## src/rtl/vga_pixel_rgb_resampler_if.sv

```systemverilog
// Avalon-ST pixel stream bundle: RGB565 sink side and RGB888 source side.
// The resampler takes the slave modport and the upstream/downstream driver takes master.
interface vga_pixel_rgb_resampler_if;
   logic [15:0] sink_data;
   logic        sink_startofpacket;
   logic        sink_endofpacket;
   logic        sink_valid;
   logic        sink_ready;
   logic [23:0] source_data;
   logic        source_startofpacket;
   logic        source_endofpacket;
   logic        source_valid;
   logic        source_ready;

   modport slave (
      input  sink_data, sink_startofpacket, sink_endofpacket, sink_valid,
      output sink_ready,
      output source_data, source_startofpacket, source_endofpacket, source_valid,
      input  source_ready
   );

   modport master (
      output sink_data, sink_startofpacket, sink_endofpacket, sink_valid,
      input  sink_ready,
      input  source_data, source_startofpacket, source_endofpacket, source_valid,
      output source_ready
   );
endinterface

```

## src/rtl/vga_pixel_rgb_resampler.sv

```systemverilog
// RGB565 -> RGB888 expander with a show-ahead FIFO and a frame-framing checker.
// Beats that arrive outside a frame are dropped; framing faults raise a sticky flag.
module vga_pixel_rgb_resampler #(
   parameter int FRAME_WIDTH  = 640,
   parameter int FRAME_HEIGHT = 480,
   parameter int FIFO_DEPTH   = 8
) (
   input  logic                          sys_clk_clk,
   input  logic                          sys_reset_reset,
   vga_pixel_rgb_resampler_if.slave      st,
   output logic [15:0]                   frame_count,
   output logic                          frame_err,
   input  logic                          clear_err
);
   localparam int N  = FRAME_WIDTH * FRAME_HEIGHT;
   localparam int CW = $clog2(N + 1);
   localparam int AW = $clog2(FIFO_DEPTH);
   localparam logic [CW-1:0] N_C     = CW'(N);
   localparam logic [CW-1:0] ONE_C   = CW'(1);
   localparam logic [AW:0]   DEPTH_C = (AW+1)'(FIFO_DEPTH);

   typedef enum logic {IDLE, IN_FRAME} state_t;

   state_t          state, state_next;
   logic [CW-1:0]   pix_cnt, pix_cnt_next, pix_inc;
   logic [25:0]     mem [FIFO_DEPTH];
   logic [25:0]     head;
   logic [AW-1:0]   wr_ptr, rd_ptr;
   logic [AW:0]     fifo_count;
   logic [23:0]     rgb;
   logic            accept, push, pop, write_beat, err_set, frame_done;

   assign st.sink_ready = !sys_reset_reset && (fifo_count < DEPTH_C);
   assign accept        = st.sink_valid && st.sink_ready;
   assign push          = accept && write_beat;
   assign pop           = st.source_valid && st.source_ready;
   assign pix_inc       = pix_cnt + ONE_C;

   // Bit replication fills the low bits so full-scale 5/6-bit values map to 0xFF.
   assign rgb = {st.sink_data[15:11], st.sink_data[15:13],
                 st.sink_data[10:5],  st.sink_data[10:9],
                 st.sink_data[4:0],   st.sink_data[4:2]};

   assign head                    = mem[rd_ptr];
   assign st.source_valid         = (fifo_count != '0);
   assign st.source_data          = st.source_valid ? head[25:2] : '0;
   assign st.source_startofpacket = st.source_valid && head[1];
   assign st.source_endofpacket   = st.source_valid && head[0];

   // Framing decisions are taken only on accepted beats.
   always_comb begin
      state_next   = state;
      pix_cnt_next = pix_cnt;
      write_beat   = 1'b0;
      err_set      = 1'b0;
      frame_done   = 1'b0;
      if (accept) begin
         if (st.sink_startofpacket) begin
            write_beat = 1'b1;
            err_set    = (state == IN_FRAME);
            if (st.sink_endofpacket) begin
               frame_done   = 1'b1;
               state_next   = IDLE;
               pix_cnt_next = '0;
               if (N_C != ONE_C) err_set = 1'b1;
            end else begin
               state_next   = IN_FRAME;
               pix_cnt_next = ONE_C;
            end
         end else if (state == IN_FRAME) begin
            write_beat = 1'b1;
            if (st.sink_endofpacket) begin
               frame_done   = 1'b1;
               err_set      = (pix_inc != N_C);
               state_next   = IDLE;
               pix_cnt_next = '0;
            end else if (pix_inc == N_C) begin
               err_set      = 1'b1;
               state_next   = IDLE;
               pix_cnt_next = '0;
            end else begin
               pix_cnt_next = pix_inc;
            end
         end else begin
            err_set = 1'b1;
         end
      end
   end

   always_ff @(posedge sys_clk_clk or posedge sys_reset_reset) begin
      if (sys_reset_reset) begin
         state       <= IDLE;
         pix_cnt     <= '0;
         frame_count <= '0;
         frame_err   <= 1'b0;
      end else begin
         state   <= state_next;
         pix_cnt <= pix_cnt_next;
         if (frame_done) frame_count <= frame_count + 16'd1;
         if (err_set) frame_err <= 1'b1;
         else if (clear_err) frame_err <= 1'b0;
      end
   end

   // Pointers are AW bits wide so they wrap modulo the power-of-two depth.
   always_ff @(posedge sys_clk_clk or posedge sys_reset_reset) begin
      if (sys_reset_reset) begin
         wr_ptr     <= '0;
         rd_ptr     <= '0;
         fifo_count <= '0;
      end else begin
         if (push) wr_ptr <= wr_ptr + 1'b1;
         if (pop)  rd_ptr <= rd_ptr + 1'b1;
         case ({push, pop})
            2'b10:   fifo_count <= fifo_count + 1'b1;
            2'b01:   fifo_count <= fifo_count - 1'b1;
            default: fifo_count <= fifo_count;
         endcase
      end
   end

   always_ff @(posedge sys_clk_clk) begin
      if (push) mem[wr_ptr] <= {rgb, st.sink_startofpacket, st.sink_endofpacket};
   end
endmodule

```

## src/flat_wrapper.sv

```systemverilog
// flat-port wrapper written by rule: the top's interface ports become plain ports
module vga_pixel_rgb_resampler_flat 
#(
   parameter int FRAME_WIDTH  = 640,
   parameter int FRAME_HEIGHT = 480,
   parameter int FIFO_DEPTH   = 8
)
  (sys_clk_clk, sys_reset_reset, frame_count, frame_err, clear_err, st_sink_data, st_sink_startofpacket, st_sink_endofpacket, st_sink_valid, st_sink_ready, st_source_data, st_source_startofpacket, st_source_endofpacket, st_source_valid, st_source_ready);
  vga_pixel_rgb_resampler_if st_i ();
  input  logic sys_clk_clk;
  input  logic sys_reset_reset;
  output logic [15:0] frame_count;
  output logic frame_err;
  input  logic clear_err;
  input wire logic [$bits(st_i.sink_data)-1:0] st_sink_data;
  input wire logic [$bits(st_i.sink_startofpacket)-1:0] st_sink_startofpacket;
  input wire logic [$bits(st_i.sink_endofpacket)-1:0] st_sink_endofpacket;
  input wire logic [$bits(st_i.sink_valid)-1:0] st_sink_valid;
  output wire logic [$bits(st_i.sink_ready)-1:0] st_sink_ready;
  output wire logic [$bits(st_i.source_data)-1:0] st_source_data;
  output wire logic [$bits(st_i.source_startofpacket)-1:0] st_source_startofpacket;
  output wire logic [$bits(st_i.source_endofpacket)-1:0] st_source_endofpacket;
  output wire logic [$bits(st_i.source_valid)-1:0] st_source_valid;
  input wire logic [$bits(st_i.source_ready)-1:0] st_source_ready;
  assign st_i.sink_data = st_sink_data;
  assign st_i.sink_startofpacket = st_sink_startofpacket;
  assign st_i.sink_endofpacket = st_sink_endofpacket;
  assign st_i.sink_valid = st_sink_valid;
  assign st_sink_ready = st_i.sink_ready;
  assign st_source_data = st_i.source_data;
  assign st_source_startofpacket = st_i.source_startofpacket;
  assign st_source_endofpacket = st_i.source_endofpacket;
  assign st_source_valid = st_i.source_valid;
  assign st_i.source_ready = st_source_ready;
  vga_pixel_rgb_resampler #(.FRAME_WIDTH(FRAME_WIDTH), .FRAME_HEIGHT(FRAME_HEIGHT), .FIFO_DEPTH(FIFO_DEPTH)) u_core (.sys_clk_clk(sys_clk_clk), .sys_reset_reset(sys_reset_reset), .st(st_i), .frame_count(frame_count), .frame_err(frame_err), .clear_err(clear_err));
endmodule
```

## config.mk

```make
export PLATFORM = sky130hd
export DESIGN_NAME = vga_pixel_rgb_resampler_flat
export DESIGN_NICKNAME = d
export VERILOG_FILES = /design/src/rtl/vga_pixel_rgb_resampler_if.sv /design/src/rtl/vga_pixel_rgb_resampler.sv /design/src/flat_wrapper.sv
export SDC_FILE = /design/constraint.sdc
export NUM_CORES = 1
export LEC_CHECK = 0
export ABC_AREA = 1
export BUFFER_PORTS_ARGS = -buffer_cell sky130_fd_sc_hd__buf_2
export CORE_MARGIN = 2
export CORE_UTILIZATION = 54
export DETAILED_ROUTE_END_ITERATION = 16
export PLACE_DENSITY = 0.76
export SYNTH_ARGS = -nofsm -noshare
export SYNTH_HDL_FRONTEND = slang
export SYNTH_SLANG_ARGS = --single-unit
export TNS_END_PERCENT = 10
```

## constraint.sdc

```tcl
create_clock -name sys_clk_clk -period 2.8 [get_ports sys_clk_clk]
set_input_delay 0.14 -clock sys_clk_clk [delete_from_list [all_inputs] [get_ports sys_clk_clk]]
set_output_delay 0.14 -clock sys_clk_clk [all_outputs]
set_load 0.1 [all_outputs]
```

Word-level counts from Yosys, hierarchy flattened
Memory sizes are Yosys's and may differ from the RTL's.
Index checks and enable logic that the tools add are counted.
{"block": "totals", "register_bits": 47, "mem_bits_rw": 208, "n_memories": 1}
{"memory": "u_core.mem", "words": 8, "word_bits": 26, "rd": 1, "rd_ports_with_merged_regs": 0, "wr": 1, "line_no": "vga_pixel_rgb_resampler.sv:26", "text": "logic [25:0] mem [FIFO_DEPTH];"}
{"block": "classes", "n_addsub": 6, "magnitude_cmp": 1, "eq_ne": 4, "muxes": 29, "reduce_logical": 12}
{"operator": "19-bit 2-to-1 mux", "count": 4}
{"operator": "24-bit 2-to-1 mux", "count": 1}
{"operator": "1-bit 2-to-1 mux", "count": 23}
{"operator": "19-bit by 1-bit adder with 19-bit output (second input constant)", "count": 1}
{"operator": "19-bit == test (second input constant)", "count": 1}
{"operator": "19-bit != test (second input constant)", "count": 1}
{"operator": "16-bit by 1-bit adder with 16-bit output (second input constant)", "count": 1}
{"operator": "4-bit one-hot mux with 2 select lines", "count": 1}
{"operator": "3-bit by 1-bit adder with 3-bit output (second input constant)", "count": 2}
{"operator": "1-bit logical AND", "count": 6}
{"operator": "2-bit nonzero test", "count": 3}
{"operator": "4-bit by 1-bit adder with 4-bit output (second input constant)", "count": 1}
{"operator": "4-bit less-than comparator (second input constant)", "count": 1}
{"operator": "4-bit nonzero test", "count": 1}
{"operator": "4-bit by 1-bit subtractor with 4-bit output (second input constant)", "count": 1}
{"operator": "2-bit by 1-bit == test with 1-bit output (second input constant)", "count": 1}
{"operator": "2-bit == test (second input constant)", "count": 1}
{"operator": "2-bit AND reduction", "count": 1}
{"operator": "1-bit logical NOT", "count": 1}

Longest topological paths before layout
{"block": "depth", "depth_word": 8, "mapped_depth": 14, "mapped_depth_nobuf": 14}

Worst setup path before layout
OpenSTA, ideal clock, no wires.
{"block": "synth_timing", "path_kind": "register to output", "from": "register u_core.fifo_count[3]", "to": "output st_source_data[15]", "arrival_ns": 4.084, "required_ns": 2.660, "slack_ns": -1.424, "stages_incl_launch_ff": 8, "cell_sequence": "dfrtp_1 nor4_1 inv_1 clkbuf_1 clkbuf_1 o21ai_0 a31oi_1 buf_4"}
{"block": "synth_via", "elab_chain_len": 2}
{"item": "start: declaration", "line_no": "vga_pixel_rgb_resampler.sv:29", "text": "logic [AW:0] fifo_count;"}
{"item": "start signal: assignment", "line_no": "vga_pixel_rgb_resampler.sv:115", "text": "2'b10: fifo_count <= fifo_count + 1'b1;"}
{"item": "start signal: assignment", "line_no": "vga_pixel_rgb_resampler.sv:116", "text": "2'b01: fifo_count <= fifo_count - 1'b1;"}
{"item": "start signal: assignment", "line_no": "vga_pixel_rgb_resampler.sv:117", "text": "default: fifo_count <= fifo_count;"}
{"item": "4-bit nonzero test", "line_no": "vga_pixel_rgb_resampler.sv:45", "text": "assign st.source_valid = (fifo_count != '0);"}
{"item": "net st_source_valid", "line_no": "flat_wrapper.sv:23", "text": "output wire logic [$bits(st_i.source_valid)-1:0] st_source_valid;"}
{"item": "24-bit 2-to-1 mux", "line_no": "vga_pixel_rgb_resampler.sv:46", "text": "assign st.source_data = st.source_valid ? head[25:2] : '0;"}
{"item": "end: declaration", "line_no": "flat_wrapper.sv:20", "text": "output wire logic [$bits(st_i.source_data)-1:0] st_source_data;"}
The timed path passes the listed nets, and every way through them passes these cells.

Worst setup path in the final report
{"block": "layout_timing", "from": "register u_core.rd_ptr[0]", "to": "output st_source_data[17]"}
{"block": "layout_via", "elab_chain_len": 2}
{"item": "start: declaration", "line_no": "vga_pixel_rgb_resampler.sv:28", "text": "logic [AW-1:0] wr_ptr, rd_ptr;"}
{"item": "start signal: assignment", "line_no": "vga_pixel_rgb_resampler.sv:113", "text": "if (pop) rd_ptr <= rd_ptr + 1'b1;"}
{"item": "memory 8 x 26 bit"}
{"item": "24-bit 2-to-1 mux", "line_no": "vga_pixel_rgb_resampler.sv:46"}
No other way between the ends.

==> results_dict.tcl <==
set metrics [dict create \
    crit_required_ns 2.66 \
    setup_viol 0 \
    floorplan.die.width_um 128.1 \
    hold_viol_final 0 \
    floorplan.initialDensity_pct 54.89 \
    grt_start_max_net_pins 74 \
    initial_antenna_violation_count 0 \
    clk_sinks 191 \
    hold_crit_path_type "in -> reg" \
    worstSetupPathType "reg -> out" \
    global_route.usage.total_pct 23.85 \
    final.min_clock_period_ns 2.636 \
    yosysWarningCount 0 \
    ys_seq_elements 191 \
    cts.htree.levels 4 \
    post-synth-top-count-cell "nor2_1" \
    maxSlewViolCount 0 \
    layout_stage_area_growth_over_the_synthesis_result_pct 23.27 \
    sort_of_element_at_the_start_of_the_critical_path "register" \
    detail_route.vias_per_cell 5.727 \
    initialDrtViolationCount 689 \
    cts-buffers-inserted 17 \
    synthDistinctLibCells 37 \
    finalWirelength_mm 18.42 \
    grt_pass1_wl_mm 29.97 \
    final_antenna_net_count 0 \
    detail_route.drc_violations 0 \
    die_height_um 128.1 \
    core_area_um2 15150 \
    area.sequential_um2 5502 \
    rrSetupSlack_ns 0.36 \
    clock-root-buffer "clkbuf_16" \
    number_of_violations_of_the_max_capacitance_limit 0 \
    vias_in_the_first_global_route 6024 \
    finalCritPeriodShare_pct 94.15 \
    worst_r2r_startpoint "u_core.fifo_count[0]$_DFFE_PP0P_" \
    endpoint_arrival_time_on_the_critical_path_ns 2.50 \
    area_of_combinational_cells_with_multiple_inputs_um2 2603 \
    result_of_the_run "completed" \
    setup_total_negative_slack_ns 0 \
    rsz0062_at_grt "false" \
    share_of_synthesized_area_occupied_by_flip_flops_and_latches_pct 66.16 \
    stdcell_area_um2 10250 \
    synth.avg_cell_area_um2 10.90 \
    crit_fanout 38 \
    netlist_instances 763 \
    ios 68 \
    cts_max_path_buffers 2 \
    floorplan_die_area_um2 16400 \
    tightestPinTransition_ns 0.9903 \
    tritoncts "done" \
    gp_routability_congestion 0.9027 \
    yosysTopAreaCell "edfxtp_1" \
    clkTransAtPathRegs_ns 0.07 \
    finish.cell_count_without_fillers 1057 \
    route.detailed.wl_per_inst_um 17.43 \
    postSynth.asyncResetShare_pct 24.61 \
    antennaDiodeCount 0 \
    post_synth_most_frequent_cells "151 x nor2_1, 144 x edfxtp_1, 103 x o21ai_0, 95 x nand2_1, 47 x dfrtp_1" \
    number_of_enable_type_register_cells_in_the_synthesized_netlist 144 \
    slew-limit-headroom_pct 33.88 \
    hold_path_startpoint "st_source_ready" \
    num-fill-cells 1077 \
    dp_hpwl_mm 11.63 \
    synth.top_cells.by_area "edfxtp_1 52%, dfrtp_1 14%, nor2_1 6.8%" \
    fmax_mhz 379.3 \
    share_of_the_synthesized_area_in_the_top_cell_type_pct 52.02 \
    dpl_cell_area_um2 9429 \
    globalRoute.totalOverflow 0 \
    first_pass_iters 5 \
    finalCoreUtilization_pct 67.66 \
    drive_gt1_share_pct 18.87 \
    post_cts_setup_buffer_count 0 \
    syn-num-nets 795 \
    routed-via-count 6053 \
    cp-startpoint "u_core.rd_ptr[0]$_DFFE_PP0P_" \
    synth_ff_type "edfxtp_1" \
    clkLatencyLatePin_ns 0.43 \
    port_buffers 67 \
    std_cell_rows 45 \
    design.final.nets 888 \
    timing.clock.skew_ns 0.005094 \
    synth.cell_area_um2 8313 \
    worstSetupEndpointType "primary output" \
    dp.cells 1007 \
]
-- logic make-up (layout without fill, tap and decap cells) --
group	count (synthesis)	in the layout	share of synthesized area [%]
AND/OR/NAND/NOR	300	300	15.56
flip-flops	191	191	66.17
AO/OA/AOI/OAI	162	162	10.67
buffers and inverters	81	187	4.049
XOR/XNOR	20	20	2.107
adder cells (fa/ha/maj)	9	9	1.445
-- final timing paths --
check,end,cells after the start
max,st_source_data[17],7
min,u_core.rd_ptr[0]$_DFFE_PP0P_,3
min in group asynchronous,u_core.fifo_count[0]$_DFFE_PP0P_,3
max in group asynchronous,u_core.rd_ptr[0]$_DFFE_PP0P_,3
min reg2reg,u_core.frame_count[15]$_DFFE_PP0P_,1
max reg2reg,u_core.fifo_count[3]$_DFFE_PP0P_,13
-- metrics by stage --
step                hold slack [ns]  setup WS (ns)
finish                      0.02062         0.1638
global route                0.03233        0.02403
CTS                        0.005720        0.04868
detailed placement           0.3680         0.3558
global placement             0.3304         0.5281
floorplan                    0.2389        -0.4824
-- critical path: stages (launching register included) --
cell	delay (ns)
dfrtp_2	0.42
inv_2	0.45
buf_4	0.31
nor2_1	0.07
o22ai_1	0.17
o21ai_0	0.16
a31oi_4	0.27
buf_12	0.21
-- sequential cells by signal (all words and copies together), names as in the netlist --
| register | count |
|---|---|
| u_core.rd_ptr | 3 |
| u_core.wr_ptr | 3 |
| u_core.fifo_count | 4 |
| u_core.state | 1 |
| u_core.frame_err | 1 |
| u_core.frame_count | 16 |
| u_core.pix_cnt | 19 |
| u_core.mem | 144 |
-- area by class of cell --
cell class	instances	share of cell area [%]
inverter	43	1.575
timing repair buffer	112	10.85
tap	188	2.295
sequential	191	53.69
clock inverter	14	2.002
clock buffer	18	4.188
multi-input combinational	491	25.40
-- cell usage in the layout, fill, tap and decap left out, types with 8 or more instances in the layout --
cell,instances
a31oi_2,9
buf_12,26
buf_2,41
buf_4,26
clkbuf_16,17
dfrtp_1,46
dlygate4sd3_1,18
edfxtp_1,144
ha_1,8
inv_1,37
nand2_1,95
nand3_1,17
nor2_1,151
o21ai_0,103
o22ai_1,25
xnor2_1,10
xor2_1,10
-- per-layer routing --
layer / wire length (um) / track usage [%]
met5: 0 / 0
met4: 357 / 9.179
met3: 1009 / 4.841
met2: 9402 / 40.99
met1: 7655 / 29.99
-- timing repair --
item                       4_1_cts  5_1_grt
gates resized for setup          0        1
setup endpoints to repair        0        3
hold buffers                    18        0
hold endpoints to repair       153        0
Power is not shown: default switching activity piles up to over one toggle a cycle in this logic, so the estimate is an artifact.
